<file path="config.mk">
export PLATFORM = sky130hd
export DESIGN_NAME = out_fm_ram_to_fifo
export DESIGN_NICKNAME = d
export VERILOG_FILES = /design/src/rtl/out_fm_ram_to_fifo.sv
export SDC_FILE = /design/constraint.sdc
export NUM_CORES = 1
export LEC_CHECK = 0
export CORE_UTILIZATION = 40
export DETAILED_ROUTE_END_ITERATION = 8
export GPL_TIMING_DRIVEN = 1
export SYNTH_ARGS = -nofsm -noshare
export SYNTH_HDL_FRONTEND = slang
export SYNTH_SLANG_ARGS = --single-unit
</file>
<file path="constraint.sdc">
create_clock -name clk -period 16.15 [get_ports clk]
set_clock_uncertainty 0.15 [all_clocks]
set_input_delay 2.4225 -clock clk [delete_from_list [all_inputs] [get_ports clk]]
set_output_delay 2.4225 -clock clk [all_outputs]
set_load 0.005 [all_outputs]
</file>
<file path="src/rtl/out_fm_ram_to_fifo.sv">
`default_nettype none
// -----------------------------------------------------------------------------
// out_fm_ram_to_fifo: streams one output-feature-map tile from RAM into a FIFO,
// zero-filling elements that fall outside the map.                    Rev 1.0
// -----------------------------------------------------------------------------
module out_fm_ram_to_fifo #(
  parameter int CW = 32,
  parameter int AW = 16,
  parameter int DW = 32,
  parameter int N  = 32,
  parameter int R  = 64,
  parameter int C  = 32,
  parameter int K  = 3,
  parameter int S  = 1,
  parameter int Tn = 8,
  parameter int Tr = 16,
  parameter int Tc = 8
) (
  input  logic          clk,
  input  logic          rst,
  input  logic          start,
  output logic          done,
  output logic          ram_rena,
  output logic [AW-1:0] ram_addr,
  input  logic [DW-1:0] data_from_ram,
  output logic          fifo_push,
  input  logic          fifo_almost_full,
  output logic [DW-1:0] data_to_fifo,
  input  logic [AW-1:0] tile_base_n,
  input  logic [AW-1:0] tile_base_row,
  input  logic [AW-1:0] tile_base_col
);

  localparam int ROW_STEP = ((Tr + S - K) / S) * S;
  localparam int COL_STEP = ((Tc + S - K) / S) * S;
  localparam int R_STEP   = ((R + S - K) / S) * S;
  localparam int C_STEP   = ((C + S - K) / S) * S;

  localparam logic [CW-1:0] TC_MAX = CW'(COL_STEP - 1);
  localparam logic [CW-1:0] TR_MAX = CW'(ROW_STEP - 1);
  localparam logic [CW-1:0] TN_MAX = CW'(Tn - 1);

  localparam logic [AW:0]   N_LIM     = (AW+1)'(N);
  localparam logic [AW:0]   R_LIM     = (AW+1)'(R_STEP);
  localparam logic [AW:0]   C_LIM     = (AW+1)'(C_STEP);
  localparam logic [AW-1:0] PLANE     = AW'(R_STEP * C_STEP);
  localparam logic [AW-1:0] ROW_PITCH = AW'(C_STEP);

  typedef enum logic [1:0] {
    S_IDLE  = 2'd0,
    S_RUN   = 2'd1,
    S_DRAIN = 2'd2
  } state_e;

  state_e        state_q, state_d;
  logic [CW-1:0] tc_q, tc_d, tr_q, tr_d, tn_q, tn_d;
  logic [AW-1:0] base_n_q, base_row_q, base_col_q;
  logic          push_q, legal_q, done_q;
  logic          issue, last_elem, legal, accept;
  logic [AW:0]   n_sum, row_sum, col_sum;
  logic [AW-1:0] elem_addr;

  // Bounds are checked one bit wider so a base near the top of the range cannot wrap into legality.
  assign n_sum   = {1'b0, base_n_q}   + (AW+1)'(tn_q);
  assign row_sum = {1'b0, base_row_q} + (AW+1)'(tr_q);
  assign col_sum = {1'b0, base_col_q} + (AW+1)'(tc_q);
  assign legal   = (n_sum < N_LIM) && (row_sum < R_LIM) && (col_sum < C_LIM);

  assign elem_addr = n_sum[AW-1:0] * PLANE + row_sum[AW-1:0] * ROW_PITCH + col_sum[AW-1:0];
  assign last_elem = (tc_q == TC_MAX) && (tr_q == TR_MAX) && (tn_q == TN_MAX);
  assign accept    = (state_q == S_IDLE) && start;

  always_comb begin
    state_d = state_q;
    issue   = 1'b0;
    case (state_q)
      S_IDLE:  if (start) state_d = S_RUN;
      S_RUN: begin
        if (!fifo_almost_full) begin
          issue = 1'b1;
          if (last_elem) state_d = S_DRAIN;
        end
      end
      S_DRAIN: if (push_q) state_d = S_IDLE;
      default: state_d = S_IDLE;
    endcase
  end

  always_comb begin
    tc_d = tc_q;
    tr_d = tr_q;
    tn_d = tn_q;
    if (accept) begin
      tc_d = '0;
      tr_d = '0;
      tn_d = '0;
    end else if (issue) begin
      if (tc_q == TC_MAX) begin
        tc_d = '0;
        if (tr_q == TR_MAX) begin
          tr_d = '0;
          tn_d = (tn_q == TN_MAX) ? '0 : tn_q + CW'(1);
        end else begin
          tr_d = tr_q + CW'(1);
        end
      end else begin
        tc_d = tc_q + CW'(1);
      end
    end
  end

  always_ff @(posedge clk or negedge rst) begin
    if (!rst) begin
      state_q    <= S_IDLE;
      tc_q       <= '0;
      tr_q       <= '0;
      tn_q       <= '0;
      base_n_q   <= '0;
      base_row_q <= '0;
      base_col_q <= '0;
      push_q     <= 1'b0;
      legal_q    <= 1'b0;
      done_q     <= 1'b0;
    end else begin
      state_q <= state_d;
      tc_q    <= tc_d;
      tr_q    <= tr_d;
      tn_q    <= tn_d;
      push_q  <= issue;
      legal_q <= issue & legal;
      done_q  <= (state_q == S_DRAIN) && push_q;
      if (accept) begin
        base_n_q   <= tile_base_n;
        base_row_q <= tile_base_row;
        base_col_q <= tile_base_col;
      end
    end
  end

  // Read data lands one cycle after the issue, exactly when its push slot comes up.
  assign ram_rena     = issue & legal;
  assign ram_addr     = ram_rena ? elem_addr : '0;
  assign fifo_push    = push_q;
  assign data_to_fifo = (push_q && legal_q) ? data_from_ram : '0;
  assign done         = done_q;

endmodule

`default_nettype wire

</file>
==> flow_summary.yaml <==
placed_design:
  gp_congestion: 0.887
  dp_hpwl_mm: 23.7
  place_ws_ps: 5670
  io_buffers: 134
critical_path:
  cp-startpoint: "tr_q[0]$_DFFE_PN0P_"
  cp-end-kind: "primary output"
  rrSetupSlack_ps: 10290
  critical_path.slowest_cell: "clkdlybuf4s50_1"
  critPathMaxStageDelay_ps: 580
  endpoint: "ram_addr[15]"
  crit-reg2reg-launch: "tr_q[0]$_DFFE_PN0P_"
  path_class: "flop to primary output"
  start_kind: "flop"
  crit_arrival_ps: 8320
  r2r_end: "legal_q$_DFF_PN0_"
  required_ps: 13580
  crit_fanout: 7
  reg2reg_depth: 19
clocking:
  cts_resized: 0
  cts_made_buffers: 17
  cts.htree.levels: 4
  cts.sinks: 149
  cts_hold_buf: 0
  cts_setup_buffers: 0
  clk_pin_slew_ps: 70
  cts_buffer_depth: 2
  insertion_delay_ps: 440
  cts_tree: "yes"
  cts_root_buf: "clkbuf_16"
sta:
  slew-limit-headroom_pct: 26.2
  min_period_ps: 10890
  worst_pin_slew_ps: 1110
  hold_viol_final: 0
  fmaxAchievable_mhz: 91.8
  fin_setup_tns_ps: 0
  timing.final.ws_setup_ps: 5260
  timing.hold.ws_ps: 368
  rsz0062_at_grt: "false"
  report.final.slew_viol_count: 0
  period_share_pct: 67.5
  setup_violations: 0
detailed_routing:
  met2_length_mm: 13.2
  dr_wl_met3_mm: 1.17
  drc: 0
  drtIter0Drc: 585
  highest_layer: "met4"
  drt_wl_total_mm: 30.2
  vias: 9979
  vias_per_cell: 5.29
  wirelength_met1_mm: 15.0
  ant_nets: 0
  first_pass_iters: 5
  post_drt_wl_per_cell_microns: 16.0
finish:
  layout-drive-gt1-share_pct: 8.13
  nFillCells: 2952
  syn_to_final_growth_pct: 18.7
  layout.nets: 1724
  num_antenna_cells: 0
synthesis:
  ys.flop_type: "dfrtp_1"
  syn_inst: 1345
  yosys_warnings: 0
  async_flop_share_pct: 100
  syn_area_sq_um: 12500
  synth-edff-count: 0
  ys_seq_area_share_pct: 29.9
  synth_cell_type_count: 67
  synth_nets: 1593
  synth-seq-cells: 149
  synth.avg_cell_area_sq_um: 9.26
global_routing:
  grt_max_degree: 83
  grt_usage_pct: 19.7
  antenna_found_initial: 0
  grt_overflow_total: 0
  grt_pass1_vias: 9503
  grt_pass1_wl_mm: 49.3
die:
  core-area_sq_um: 30600
  initial_utilization_pct: 40.7
  num_rows: 64
  dieArea_sq_um: 31800
  die_y_microns: 178
  io_pins: 135
  die_w_microns: 178
hold_path:
  hold_class: "flop to flop"
  whs_path_depth: 1
outcome:
  run_status: "complete, no violations"
flow_run:
  maxCapViolCount: 0
## cell type report
| class | count | area (sq um) | area share, % |
|---|---|---|---|
| multi-input combinational | 1046 | 8160 | 55.2 |
| tap | 396 | 495 | 3.35 |
| inverter | 120 | 450 | 3.05 |
| sequential | 149 | 3730 | 25.2 |
| clock inverter | 15 | 121 | 0.821 |
| timing repair buffer | 142 | 1400 | 9.49 |
| clock buffer | 17 | 425 | 2.88 |
## layout by cell type (no fill, tap or decap), types with 50 or more instances in the layout
| master | count |
|---|---|
| dfrtp_1 | 149 |
| clkdlybuf4s50_1 | 133 |
| nor2_1 | 131 |
| inv_1 | 120 |
| ha_1 | 114 |
| xnor2_1 | 72 |
| nand2_1 | 71 |
| xor2_1 | 67 |
| a21oi_1 | 65 |
| o21ai_0 | 63 |
| and3_1 | 52 |
| fa_1 | 50 |
## routing by layer
metal / vias up / global-route usage, %
met3: 38 / 2.88
met4: 0 / 7.27
met1: 4763 / 28.0
li1: 4965 / -
met2: 213 / 30.2
met5: - / 0
## worst min path at each step
stage | endpoint | start | slack (ps)
final | tc_q[29]$_DFFE_PN0P_ | tc_q[29]$_DFFE_PN0P_ | 370
after global placement | tc_q[25]$_DFFE_PN0P_ | tc_q[25]$_DFFE_PN0P_ | 340
after global routing | tc_q[25]$_DFFE_PN0P_ | tc_q[25]$_DFFE_PN0P_ | 380
after detailed placement | tc_q[25]$_DFFE_PN0P_ | tc_q[25]$_DFFE_PN0P_ | 350
after floorplan | tc_q[29]$_DFFE_PN0P_ | tc_q[29]$_DFFE_PN0P_ | 310
after CTS | tc_q[25]$_DFFE_PN0P_ | tc_q[25]$_DFFE_PN0P_ | 360
## cell families (layout without fill, tap and decap cells)
family	count (synthesis)	after routing	share of synthesized area [%]
AO/OA/AOI/OAI	230	230	11.7
XOR/XNOR	143	143	10.5
adder cells (fa/ha/maj)	164	164	19.5
buffers and inverters	150	294	4.71
flip-flops	149	149	29.9
multiplexers	52	52	4.67
AND/OR/NAND/NOR	457	457	19.0
## worst max-delay path: cells and delay by family (launching register included)
family | cells | cell delay, ps
fa+ha+maj | 6 | 2410
simple gates | 1 | 310
flops | 1 | 460
compound gates | 8 | 1460
buf+inv | 5 | 940
xor+xnor | 11 | 2270
## cell usage after synthesis, drive strengths merged (3+ instances only)
master | instances | area share, %
o21bai | 13 | 0.87
mux2i | 3 | 0.24
a21oi | 65 | 2.6
fa | 50 | 8.0
nand2 | 71 | 2.1
a31oi | 7 | 0.35
nand4 | 26 | 1.3
and4 | 4 | 0.28
o22ai | 7 | 0.35
clkbuf | 27 | 0.81
ha | 114 | 11
buf | 3 | 0.28
nor3b | 10 | 0.80
xnor3 | 4 | 0.72
or3 | 14 | 0.74
xor2 | 67 | 4.7
nor2b | 8 | 0.40
o31ai | 7 | 0.42
and3 | 52 | 2.6
inv | 120 | 3.6
mux2 | 49 | 4.4
nand3 | 38 | 1.5
nor4 | 27 | 1.5
and2 | 7 | 0.35
a211oi | 6 | 0.40
o41ai | 6 | 0.48
nor2 | 132 | 4.0
dfrtp | 149 | 30
or2 | 9 | 0.45
a21o | 20 | 1.2
nand2b | 12 | 0.60
o21ai | 68 | 2.7
xnor2 | 72 | 5.1
nor4b | 4 | 0.28
o21a | 8 | 0.48
nor3 | 37 | 1.7
## flip-flops by register name, summed over array words and instances (netlist names)
name,count
tc_q,32
tn_q,32
tr_q,32
base_col_q,16
base_n_q,16
base_row_q,16
state_q,2
done,1
fifo_push,1
legal_q,1
## metrics by stage
stage               util, %  area (sq um)  instances
floorplan                 -         12500       1345
global placement       46.5         14200       1853
detailed placement     46.5         14200       1853
CTS                    48.3         14800       1885
global route           48.3         14800       1885
finish                 48.3         14800       1885
Power is not shown: default switching activity piles up to over one toggle a cycle in this logic, so the estimate is an artifact.
